<file path="src/rtl/z_core_mem_arbiter.sv">
// Two-requester round-robin arbiter in front of the AXI-Lite master's simple memory port.
// Each requester owns a one-entry pending buffer; one downstream transaction is in flight at a time.
module z_core_mem_arbiter #(
  parameter int DATA_WIDTH = 32,
  parameter int ADDR_WIDTH = 32,
  parameter int STRB_WIDTH = DATA_WIDTH / 8
) (
  input  logic                  clk,
  input  logic                  rstn,
  input  logic                  i_m0_req,
  input  logic                  i_m0_wen,
  input  logic [ADDR_WIDTH-1:0] i_m0_addr,
  input  logic [DATA_WIDTH-1:0] i_m0_wdata,
  input  logic [STRB_WIDTH-1:0] i_m0_wstrb,
  output logic [DATA_WIDTH-1:0] o_m0_rdata,
  output logic                  o_m0_ready,
  output logic                  o_m0_busy,
  input  logic                  i_m1_req,
  input  logic                  i_m1_wen,
  input  logic [ADDR_WIDTH-1:0] i_m1_addr,
  input  logic [DATA_WIDTH-1:0] i_m1_wdata,
  input  logic [STRB_WIDTH-1:0] i_m1_wstrb,
  output logic [DATA_WIDTH-1:0] o_m1_rdata,
  output logic                  o_m1_ready,
  output logic                  o_m1_busy,
  output logic                  o_mem_req,
  output logic                  o_mem_wen,
  output logic [ADDR_WIDTH-1:0] o_mem_addr,
  output logic [DATA_WIDTH-1:0] o_mem_wdata,
  output logic [STRB_WIDTH-1:0] o_mem_wstrb,
  input  logic [DATA_WIDTH-1:0] i_mem_rdata,
  input  logic                  i_mem_ready,
  input  logic                  i_mem_busy
);

  typedef enum logic [1:0] {IDLE, ISSUE, WAIT} state_t;

  state_t                       r_state;
  logic                         r_grant;
  logic                         r_lastGrant;
  logic [1:0]                   r_pend;
  logic [1:0]                   r_pWen;
  logic [1:0][ADDR_WIDTH-1:0]   r_pAddr;
  logic [1:0][DATA_WIDTH-1:0]   r_pWdata;
  logic [1:0][STRB_WIDTH-1:0]   r_pWstrb;

  logic [1:0]                   w_req;
  logic [1:0]                   w_wenIn;
  logic [1:0][ADDR_WIDTH-1:0]   w_addrIn;
  logic [1:0][DATA_WIDTH-1:0]   w_wdataIn;
  logic [1:0][STRB_WIDTH-1:0]   w_wstrbIn;
  logic                         w_done;
  logic [1:0]                   w_clr;
  logic                         w_winner;

  assign w_req     = {i_m1_req, i_m0_req};
  assign w_wenIn   = {i_m1_wen, i_m0_wen};
  assign w_addrIn  = {i_m1_addr, i_m0_addr};
  assign w_wdataIn = {i_m1_wdata, i_m0_wdata};
  assign w_wstrbIn = {i_m1_wstrb, i_m0_wstrb};

  assign w_done   = (r_state == WAIT) && i_mem_ready;
  assign w_clr[0] = w_done && !r_grant;
  assign w_clr[1] = w_done && r_grant;

  // With both ports waiting, the one that was not served last goes next.
  assign w_winner = (&r_pend) ? ~r_lastGrant : r_pend[1];

  // A freed slot can be refilled on the very edge that completes its previous request.
  always_ff @(posedge clk) begin
    if (!rstn) begin
      r_pend   <= '0;
      r_pWen   <= '0;
      r_pAddr  <= '0;
      r_pWdata <= '0;
      r_pWstrb <= '0;
    end else begin
      for (int n = 0; n < 2; n++) begin
        if (w_req[n] && (!r_pend[n] || w_clr[n])) begin
          r_pend[n]   <= 1'b1;
          r_pWen[n]   <= w_wenIn[n];
          r_pAddr[n]  <= w_addrIn[n];
          r_pWdata[n] <= w_wdataIn[n];
          r_pWstrb[n] <= w_wstrbIn[n];
        end else if (w_clr[n]) begin
          r_pend[n] <= 1'b0;
        end
      end
    end
  end

  always_ff @(posedge clk) begin
    if (!rstn) begin
      r_state     <= IDLE;
      r_grant     <= 1'b0;
      r_lastGrant <= 1'b1;
      o_mem_req   <= 1'b0;
      o_mem_wen   <= 1'b0;
      o_mem_addr  <= '0;
      o_mem_wdata <= '0;
      o_mem_wstrb <= '0;
    end else begin
      case (r_state)
        IDLE: begin
          if ((|r_pend) && !i_mem_busy) begin
            r_grant     <= w_winner;
            o_mem_req   <= 1'b1;
            o_mem_wen   <= r_pWen[w_winner];
            o_mem_addr  <= r_pAddr[w_winner];
            o_mem_wdata <= r_pWdata[w_winner];
            o_mem_wstrb <= r_pWstrb[w_winner];
            r_state     <= ISSUE;
          end
        end
        ISSUE: begin
          o_mem_req <= 1'b0;
          r_state   <= WAIT;
        end
        WAIT: begin
          if (i_mem_ready) begin
            r_lastGrant <= r_grant;
            r_state     <= IDLE;
          end
        end
        default: begin
          o_mem_req <= 1'b0;
          r_state   <= IDLE;
        end
      endcase
    end
  end

  // Gating with rstn keeps ready/busy quiet for the whole reset window, not just after the edge.
  assign o_m0_ready = rstn && w_done && !r_grant;
  assign o_m1_ready = rstn && w_done && r_grant;
  assign o_m0_busy  = rstn && r_pend[0];
  assign o_m1_busy  = rstn && r_pend[1];
  assign o_m0_rdata = i_mem_rdata;
  assign o_m1_rdata = i_mem_rdata;

endmodule

</file>
<file path="config.mk">
export PLATFORM = sky130hd
export DESIGN_NAME = z_core_mem_arbiter
export DESIGN_NICKNAME = d
export VERILOG_FILES = /design/src/rtl/z_core_mem_arbiter.sv
export SDC_FILE = /design/constraint.sdc
export NUM_CORES = 1
export LEC_CHECK = 0
export ABC_AREA = 1
export CAP_MARGIN = 10
export CELL_PAD_IN_SITES_DETAIL_PLACEMENT = 1
export CELL_PAD_IN_SITES_GLOBAL_PLACEMENT = 2
export CORE_ASPECT_RATIO = 1.1
export CORE_MARGIN = 1.5
export CORE_UTILIZATION = 23
export DETAILED_ROUTE_END_ITERATION = 16
export GPL_ROUTABILITY_DRIVEN = 0
export GPL_TIMING_DRIVEN = 1
export HOLD_SLACK_MARGIN = 0.02
export PLACE_DENSITY = 0.82
export SETUP_SLACK_MARGIN = 0.2
export SYNTH_ARGS = -nofsm -noshare
export SYNTH_HDL_FRONTEND = slang
export SYNTH_SLANG_ARGS = --single-unit
</file>
<file path="constraint.sdc">
create_clock -name clk -period 1.4 [get_ports clk]
set_clock_uncertainty 0.1 [all_clocks]
set_input_delay 0.14 -clock clk [delete_from_list [all_inputs] [get_ports clk]]
set_output_delay 0.14 -clock clk [all_outputs]
set_load 0.01 [all_outputs]
</file>
==> summary.txt, run 1 <==
Run status
  – Status: complete, but fails checks
  – Failing checks: setup timing

Setup path
  – Slowest-stage cell, CP: dfxtp_4
  – Worst r2r dst: r_pAddr[0]$_SDFFE_PN0P_
  – Crit-path max FO: 8
  – Worst flop-to-flop path startpoint: r_state[1]$_SDFFE_PN0P_
  – Crit path capture type: flip-flop
  – R2R cell count: 9
  – Delay-heaviest family, CP: buffers and inverters
  – Crit path cell chain: nand4_1 > buf_4 > nand2_8 > buf_6 > buf_12 > buf_12 > nand3_1 > nand2_1 > nor2_1
  – Arr. time, crit path: approximately 2.0 ns
  – CP Data Required Time: 1.74 ns
  – Flop-to-flop setup slack: -0.25 ns
  – Most common cell on crit path: buf_12
  – Max incr delay on CP: between 0.3 and 0.4 ns
  – Critical path launch point type: flip-flop
  – Type of the worst setup path: flip-flop to flip-flop
  – WP buf/inv: 4

Floorplan
  – Cell Rows: just over 80
  – Core footprint: between 40000 and 50000 um2
  – # IOs: roughly 310
  – Die height: around 220 um
  – Starting density of the core: a little under a quarter
  – Die Wd: slightly above 200 um
  – DIE AREA: roughly 46000 um2

Min path
  – Hold EP: r_pAddr[42]$_SDFFE_PN0P_
  – HP Start: rstn
  – WHS Path Cells: 4
  – Worst min path class: primary input to flip-flop

Clock tree
  – H-tree depth: 1
  – Clock sinks: around 210
  – Total CTS buffers: 27
  – Worst-Skew Late Latency: around 0.55 ns
  – CTS tree: yes
  – Clock slew at reported path FFs: approximately 0.060 ns
  – CTS root buffer: clkbuf_16
  – CTS max path bufs: 3

Synthesis
  – Synthesized Nets: around 1600
  – Synth area leader: dfxtp_1
  – Post-synth cell types: 21
  – Synth top area share: between 40% and 50%
  – Syn avg cell area: 7.03 um2
  – #FFs+latches synth: approximately 210
  – Sequential share of the synthesized area: 41.6%
  – Largest cells by area after synthesis: dfxtp_1, nand2_1, a21oi_1
  – Yosys warning count: 0
  – Syn Inst Count: roughly 1500
  – Syn Std Cell Area: approximately 10000 um2

Pwr
  – Leakage: roughly 7.6 nW
  – Pwr dens: ~1100 nW/um2
  – Total chip power: 19.1 mW
  – Worst VDD drop: about 800 uV

STA
  – Worst Tran Pin Value: around 1.1 ns
  – Setup TNS: -26.15 ns
  – Relative slew slack: 28.0%
  – Final Hold Fails: 0
  – Final setup violation count: between 200 and 250
  – Fin crit share: 118%
  – RSZ-0062 raised after global routing: yes
  – Final Max Slew Viols: 0
  – Fmax: 605 MHz
  – Minimum clock period: between 1.5 and 2 ns
  – Worst setup margin: -0.253 ns

Final layout
  – Fillers: 5069
  – Diode count: 0
  – Area growth from synthesis to layout: 72.5%
  – Cell Count, Final, Fillers Out: 2313
  – Post-route cell area: roughly 18000 um2
  – Nets: 1891
  – Layout cells sized above 1: 42.3%

GRT
  – Vias in the first global route: 10400
  – Total track usage: 16.1%
  – Gr ovfl total: 0
  – Initial antenna violation count: 0
  – First-pass GRT wire length: around 59000 um
  – Largest net degree at the start of global routing: 86

Detailed routing
  – Initial DRC count: 430
  – DRT antenna net count: 0
  – Post-DR wirelength/cell: slightly below 20 um
  – Vias/cell: between 4 and 5
  – Via count: between 10000 and 15000
  – Total Routed Length: 44500 um
  – Residual DRC: 0
  – Pre-antenna DRT Iters: 5

Placed design
  – DP Area: around 13000 um2
  – Post-DP HPWL: roughly 23000 um
  – PortBufs: 217
  – Placed insts: between 2000 and 2500

Run
  – Max-cap violations: 0
stage by stage:
stage	utilization (%)	hold slack, ns	worst slack [ns]
after floorplan	-	0.214	0.135
after global placement	29.9	0.180	-0.448
after detailed placement	29.9	0.180	-0.523
after CTS	35.1	0.0263	-0.259
after global routing	40.1	0.0565	-0.331
final	40.1	0.0364	-0.253
cells in the mapped netlist:
cell type	count
nand3_1	140
buf_1	11
a21oi_1	211
clkbuf_2	4
buf_6	8
clkbuf_1	43
nor2_1	141
nand2_1	283
buf_2	38
a31oi_1	1
inv_2	1
buf_4	73
or2_2	69
dfxtp_1	214
nand3b_1	70
nand2_2	6
inv_1	148
nor2_8	1
nand4_2	2
nand4_1	1
nor3_1	1
power breakdown:
| part | switching [mW] | leakage (nW) | internal [mW] |
|---|---|---|---|
| registers | 0.306 | 1.80 | 6.56 |
| clock network | 2.86 | 0.455 | 4.62 |
| logic | 2.22 | 5.33 | 2.50 |
how the worst max path moves through the flow:
stage	start	to	cells after the start
after floorplan	r_pend[0]$_SDFFE_PN0P_	o_mem_addr[22]$_SDFFE_PN0P_	7
after global placement	i_mem_ready	r_pWstrb[1]$_SDFFE_PN0P_	8
after detailed placement	i_mem_ready	r_pAddr[23]$_SDFFE_PN0P_	8
after CTS	r_state[0]$_SDFFE_PN0P_	o_m0_ready	4
after global routing	r_state[1]$_SDFFE_PN0P_	r_pAddr[0]$_SDFFE_PN0P_	9
final	r_state[1]$_SDFFE_PN0P_	r_pAddr[0]$_SDFFE_PN0P_	9
flip-flops by register name, indices dropped and copies added (netlist names):
signal / count
o_mem_addr: 32
r_pWdata: 64
r_pWen: 2
r_lastGrant: 1
r_pend: 2
r_pWstrb: 8
r_pAddr: 64
o_mem_req: 1
r_grant: 1
o_mem_wdata: 32
o_mem_wstrb: 4
o_mem_wen: 1
r_state: 2
layout by cell type (no fill, tap or decap), types with 49 or more instances in the layout:
cell type,synthesis,layout
nand3b_1,70,70
dfxtp_2,0,68
or2_4,0,68
a21oi_2,0,103
nor2_1,141,132
a21oi_1,211,105
buf_6,8,104
buf_4,73,49
nand3_2,0,116
nand2_1,283,241
clkbuf_16,0,55
dfxtp_1,214,139
inv_1,148,141
clkdlybuf4s50_1,0,140
repair_timing:
action	CTS	global route
buffers inserted	29	37
gates cloned	18	42
resized for setup	557	261
hold buffers	3	0
hold endpoints to repair	12	0
pin swaps	15	50
setup endpoints to repair	284	285
worst reg2reg max path: cells and delay by family (launching register included):
kind / cells / cell delay [ns]
buffers and inverters: 4 / 0.59
AND/OR/NAND/NOR: 5 / 0.48
flip-flops: 1 / 0.39
per-layer routing:
| layer | share of wire (%) | global-route usage (%) | wire, um | vias to the layer above |
|---|---|---|---|---|
| met3 | 4.2 | 2.57 | 1880 | 54 |
| li1 | - | - | - | 5085 |
| met1 | 44 | 21.0 | 19800 | 5149 |
| met2 | 49 | 27.4 | 21800 | 231 |
| met5 | 0 | 0 | 0 | - |
| met4 | 2.3 | 4.65 | 1010 | 0 |
layout make-up:
cell class	instances	area, um2	share of cell area [%]
multi-input cells	930	5970	33.6
repair buffers	393	5180	29.1
flip-flops and latches	214	4400	24.7
clock buffers	40	795	4.47
well taps	581	727	4.09
inverters	149	572	3.22
clock inverters	6	134	0.753
kinds of logic (layout without fill, tap and decap cells):
logic type	Yosys count	in the layout	share of synthesized area, %
compound gates	212	212	10.3
flops	214	214	41.6
simple gates	714	718	32.5
buf+inv	326	588	15.6
(Power assumes the default switching activity.)
==> run 2: changes to the inputs <==
--- a/config.mk
+++ b/config.mk
@@ -11,12 +11,12 @@
 export CELL_PAD_IN_SITES_GLOBAL_PLACEMENT = 2
 export CORE_ASPECT_RATIO = 1.1
 export CORE_MARGIN = 1.5
-export CORE_UTILIZATION = 23
+export CORE_UTILIZATION = 25
 export DETAILED_ROUTE_END_ITERATION = 16
 export GPL_ROUTABILITY_DRIVEN = 0
 export GPL_TIMING_DRIVEN = 1
 export HOLD_SLACK_MARGIN = 0.02
-export PLACE_DENSITY = 0.82
+export PLACE_DENSITY = 0.85
 export SETUP_SLACK_MARGIN = 0.2
 export SYNTH_ARGS = -nofsm -noshare
 export SYNTH_HDL_FRONTEND = slang
==> constraint.sdc (replaced) <==
create_clock -name clk -period 1.85 [get_ports clk]
set_clock_uncertainty 0.1 [all_clocks]
set_input_delay 0.185 -clock clk [delete_from_list [all_inputs] [get_ports clk]]
set_output_delay 0.185 -clock clk [all_outputs]
set_load 0.01 [all_outputs]
==> run 2 against run 1 <==
The flow now finishes without violations. Routed wire length decreased by 20%. Combinational power decreased by 51%. Flip-flop and latch count unchanged. Highest routed layer is now met5. Power decreased by 31%. Non-clock buffer count decreased by 96. Clock-buffer cell count decreased by 1. Via count decreased by 6.7%. Register-to-register slack improved by 0.47 ns. Utilization decreased by 4.9 points.
==> summary.txt, run 2 (synthesis results as in run 1) <==
Run status
  – Status: complete, no violations

Clock tree
  – Clock slew at reported path FFs: 0.06 ns
  – CTS tree: yes
  – CTS max path bufs: 3
  – Clock sinks: approximately 210
  – H-tree depth: 1
  – CTS root buffer: clkbuf_16
  – Total CTS buffers: 26
  – Worst-Skew Late Latency: roughly 0.54 ns

Detailed routing
  – DR top layer: met5
  – Via count: between 9000 and 10000
  – Post-DR wirelength/cell: about 17 um
  – Vias/cell: roughly 4.6
  – Metal2 WL: 16800 um
  – Total Routed Length: between 30000 and 40000 um
  – WL met1: between 15000 and 20000 um
  – Initial DRC count: ~360
  – Pre-antenna DRT Iters: 4
  – Residual DRC: 0
  – DR WL met3: about 1500 um
  – DRT antenna net count: 0

Final layout
  – Most frequent cells in the layout: nand2_1, dfxtp_1, a21oi_1
  – Post-route cell area: 14200 um2
  – Nets: between 1500 and 2000
  – Layout cells sized above 1: 13.2%
  – Area growth from synthesis to layout: 38.0%
  – Most common cell after layout, fill and taps aside: nand2_1
  – Regs by FF count: r_pAddr x64, r_pWdata x64
  – Fillers: slightly below 5000
  – Layout Utilization: a little over a third

Pwr
  – Worst VDD drop: about 650 uV
  – Pwr dens: roughly 930 nW/um2
  – Leakage: about 6.5 nW

STA
  – Fmax: ~600 MHz
  – Setup TNS: 0 ns
  – Worst Tran Pin Value: roughly 0.67 ns
  – Minimum clock period: between 1.5 and 2 ns
  – RSZ-0062 raised after global routing: yes
  – Worst setup margin: between 0.2 and 0.25 ns
  – Final Max Slew Viols: 0
  – Final Hold Fails: 0
  – Relative slew slack: between 50% and 60%
  – Final setup violation count: 0
  – Fin crit share: about nine tenths

Floorplan
  – Die height: between 200 and 250 um
  – Starting density of the core: ~26%
  – Core footprint: 40400 um2
  – Cell Rows: 77
  – DIE AREA: 42400 um2
  – Die Wd: ~200 um
  – # IOs: around 310

Setup path
  – Crit-path max FO: 3
  – Worst flop-to-flop path startpoint: r_state[0]$_SDFFE_PN0P_
  – Flop-to-flop setup slack: 0.22 ns
  – R2R cell count: 10
  – Critical path launch point type: flip-flop
  – Worst r2r dst: r_pWdata[61]$_SDFFE_PN0P_
  – Crit path capture type: output port
  – CP Data Required Time: approximately 1.6 ns
  – Type of the worst setup path: flip-flop to output port
  – Crit. Startpoint: r_state[0]$_SDFFE_PN0P_
  – Arr. time, crit path: about 1.4 ns

Placed design
  – PortBufs: around 220
  – Post-DP HPWL: between 20000 and 25000 um
  – Worst slack at placement: -0.0796 ns
  – DP Area: roughly 13000 um2

Min path
  – Hold EP: r_pWdata[63]$_SDFFE_PN0P_
  – Worst min path class: primary input to flip-flop
  – HP Start: rstn
  – WHS Path Cells: 4

GRT
  – Total track usage: 16.2%
  – Initial antenna violation count: 3
  – First-pass GRT wire length: around 55000 um
  – Largest net degree at the start of global routing: between 100 and 150
  – Vias in the first global route: 10500
  – Gr ovfl total: 0

Run
  – Max-cap violations: 0
[run 2: cell types whose count changed in the layout (fill, tap and decap cells not counted), sizes merged]
cell | previous run | this run
buf | 221 | 71
bufbuf | 1 | 0
bufinv | 4 | 5
clkbuf | 68 | 52
clkinv | 2 | 3
diode | 0 | 1
dlygate4sd2 | 0 | 71
dlymetal6s4s | 1 | 0
nand2 | 293 | 289
[run 2: stage by stage]
step	instances	power [mW]	hold WS, ns
6_report	2147	13.2	0.130
5_1_grt	2146	13.9	0.155
4_1_cts	2127	13.3	0.105
3_5_place_dp	2074	7.46	0.270
3_3_place_gp	2074	7.41	0.270
2_1_floorplan	1466	6.56	0.263
[run 2: how the worst max path moves through the flow]
| stage | endpoint | cells past startpoint |
|---|---|---|
| 6_report | o_m1_ready | 5 |
| 3_5_place_dp | o_m0_ready | 4 |
| 4_1_cts | o_m0_ready | 4 |
| 5_1_grt | o_m0_ready | 4 |
| 2_1_floorplan | o_mem_addr[22]$_SDFFE_PN0P_ | 7 |
| 3_3_place_gp | o_m0_ready | 4 |
[run 2: metal layers]
layer,up-vias,global-route usage (%)
li1,4851,-
met1,4689,20.5
met2,209,28.3
met3,62,2.48
met4,4,4.74
met5,-,0
[run 2: cell type report]
cell class	instances	area (um2)	share of cell area, %
multi-input cells	926	4470	31.4
flip-flops and latches	214	4300	30.2
repair buffers	297	3270	23.0
clock buffers	39	801	5.63
well taps	513	642	4.52
inverters	149	563	3.96
clock inverters	8	168	1.18
diodes	1	2.50	0.0176
[run 2: critical path: stages, from the launching register on]
cell,delay (ns)
dfxtp_2,0.34
inv_4,0.08
buf_12,0.10
nand4_4,0.07
nor2_1,0.10
buf_2,0.13
[run 2: what timing repair did]
item / 4_1_cts / 5_1_grt
buffers inserted: 4 / 6
hold buffers: 2 / 0
pin swaps: 2 / 5
resized for setup: 86 / 23
endpoints found under the hold margin: 19 / 0
gates cloned: 0 / 13
endpoints found under the setup margin: 74 / 102
[run 2: power by group]
group | internal (mW) | leakage, nW | switching (mW) | total [mW]
Sequential | 4.95 | 1.76 | 0.174 | 5.12
Combinational | 1.15 | 4.25 | 1.20 | 2.34
Clock | 3.67 | 0.474 | 2.11 | 5.77
==> run 3: changes to the inputs <==
--- a/config.mk
+++ b/config.mk
@@ -10,10 +10,8 @@
 export CELL_PAD_IN_SITES_DETAIL_PLACEMENT = 1
 export CELL_PAD_IN_SITES_GLOBAL_PLACEMENT = 2
 export CORE_ASPECT_RATIO = 1.1
-export CORE_MARGIN = 1.5
 export CORE_UTILIZATION = 25
 export DETAILED_ROUTE_END_ITERATION = 16
-export GPL_ROUTABILITY_DRIVEN = 0
 export GPL_TIMING_DRIVEN = 1
 export HOLD_SLACK_MARGIN = 0.02
 export PLACE_DENSITY = 0.85
==> run 3 against run 2 <==
Non-clock buffer count shrank 2. Worst hold slack lost 0.018 ns. Critical path depth grew 5. Via count grew 0.95%.
==> summary.txt, run 3 (synthesis results as in run 1) <==
Clock tree
  – Total CTS buffers: 26
  – Clock slew at reported path FFs: 0.06 ns
  – CTS root buffer: clkbuf_16
  – Clock sinks: 214
  – H-tree depth: 1
  – Worst-Skew Late Latency: 0.53 ns
  – CTS max path bufs: 3
  – CTS tree: yes

Detailed routing
  – Total Routed Length: between 40000 and 50000 um
  – Post-DR wirelength/cell: roughly 19 um
  – Residual DRC: 0
  – Pre-antenna DRT Iters: 6
  – Initial DRC count: 383
  – Vias/cell: between 4 and 5
  – DRT antenna net count: 0
  – Via count: about 9900

Final layout
  – Layout Utilization: 36.5%
  – Nets: 1788
  – Layout cells sized above 1: roughly 18%
  – Regs by FF count: r_pAddr x64, r_pWdata x64
  – Area growth from synthesis to layout: 43.0%
  – Diode count: 0
  – Most common cell after layout, fill and taps aside: nand2_1
  – Most frequent cells in the layout: nand2_1, dfxtp_1, a21oi_1

Floorplan
  – Core footprint: between 40000 and 50000 um2
  – DIE AREA: about 42000 um2
  – Die Wd: a little under 200 um
  – Starting density of the core: around a quarter
  – # IOs: ~310
  – Cell Rows: 77
  – Die height: about 210 um

Pwr
  – Leakage: about 6.6 nW
  – Sw frac: between 20% and 30%
  – Comb pwr share: between 10% and 20%
  – Pwr dens: 904 nW/um2
  – Total chip power: 13.3 mW
  – Reg power frac: around two fifths
  – Int Pwr: between 9 and 10 mW
  – Worst VDD drop: 544 uV
  – Switching pwr: ~3.7 mW
  – Clk pwr share: 41.9%

STA
  – Worst Tran Pin Value: 0.497 ns
  – Minimum clock period: about 1.7 ns
  – Fin crit share: about 94%
  – Fmax: ~570 MHz
  – Final setup violation count: 0
  – Final Hold Fails: 0
  – RSZ-0062 raised after global routing: yes
  – Relative slew slack: between 60% and 70%
  – Final Max Slew Viols: 0

Run
  – Max-cap violations: 0

GRT
  – Gr ovfl total: 0
  – Total track usage: 16.6%
  – First-pass GRT wire length: between 50000 and 60000 um
  – Vias in the first global route: 10200
  – Initial antenna violation count: 1
  – Largest net degree at the start of global routing: between 80 and 90

Setup path
  – Crit. Startpoint: r_state[0]$_SDFFE_PN0P_
  – Type of the worst setup path: flip-flop to flip-flop
  – Arr. time, crit path: 2.06 ns
  – Crit-path max FO: 7
  – Critical path launch point type: flip-flop
  – Crit path capture type: flip-flop
  – CP Data Required Time: between 2 and 2.5 ns
  – Worst flop-to-flop path startpoint: r_state[0]$_SDFFE_PN0P_

Min path
  – HP Start: rstn
  – Worst min path class: primary input to flip-flop

Placed design
  – PortBufs: ~220
  – Post-DP HPWL: roughly 21000 um
  – Global placement routability congestion: about 0.76

Run status
  – Status: complete, no violations
run 3: cell type report:
type	instances	area, um2
clock inverter	12	170
fill	4812	25600
inverter	149	563
sequential	214	4300
tap	513	642
multi-input combinational	926	4850
timing repair buffer	295	3440
clock buffer	35	766
run 3: final timing paths:
path                                end  slack (ns)  depth (start not counted)
max            r_pAddr[11]$_SDFFE_PN0P_        0.10                         10
min            r_pAddr[63]$_SDFFE_PN0P_        0.11                          4
max reg2reg    r_pAddr[11]$_SDFFE_PN0P_        0.10                         10
min reg2reg  o_mem_addr[8]$_SDFFE_PN0P_        0.36                          2
run 3: repair_timing:
action | 4_1_cts | 5_1_grt
pin swaps | 2 | 24
setup buffers | 4 | 17
hold buffers | 2 | 0
resized for setup | 96 | 114
hold endpoints to repair | 3 | 0
setup endpoints to repair | 90 | 129
cloned | 6 | 23
run 3: worst max-delay path: stages, from the launching register on:
cell and delay (ns):
dfxtp_4 0.36, inv_4 0.07, nand4_1 0.12, buf_4 0.17, buf_6 0.12, nand2_8 0.13
buf_12 0.15, clkbuf_16 0.14, nand3_1 0.09, nand2_1 0.11, nor2_1 0.05
run 3: routing by layer:
| metal | routed length, um | global-route usage [%] |
|---|---|---|
| met2 | 19300 | 29.3 |
| met1 | 18300 | 20.7 |
| met3 | 1880 | 3.04 |
| met5 | 12 | 0 |
| met4 | 670 | 4.09 |
run 3: per-stage QoR:
| stage | setup slack [ns] | instance area [um2] | hold slack, ns | TNS, ns | instances |
|---|---|---|---|---|---|
| 6_report | 0.104 | 14700 | 0.112 | 0 | 2144 |
| 5_1_grt | 0.0404 | 14700 | 0.106 | 0 | 2144 |
| 4_1_cts | 0.0621 | 13600 | 0.0951 | 0 | 2104 |
| 3_5_place_dp | -0.0797 | 12500 | 0.270 | -0.783 | 2045 |
| 3_3_place_gp | -0.0253 | 12500 | 0.270 | -0.0253 | 2045 |
| 2_1_floorplan | 0.505 | 10300 | 0.263 | 0 | 1466 |
run 3: power by group through the flow:
stage | logic (mW) | clock network [mW] | registers [mW]
after floorplan | 1.34 | 0 | 5.21
after global placement | 2.07 | 0 | 5.21
after detailed placement | 2.12 | 0 | 5.22
after CTS | 2.21 | 5.71 | 5.12
after global routing | 2.87 | 5.92 | 5.16
final | 2.61 | 5.57 | 5.12
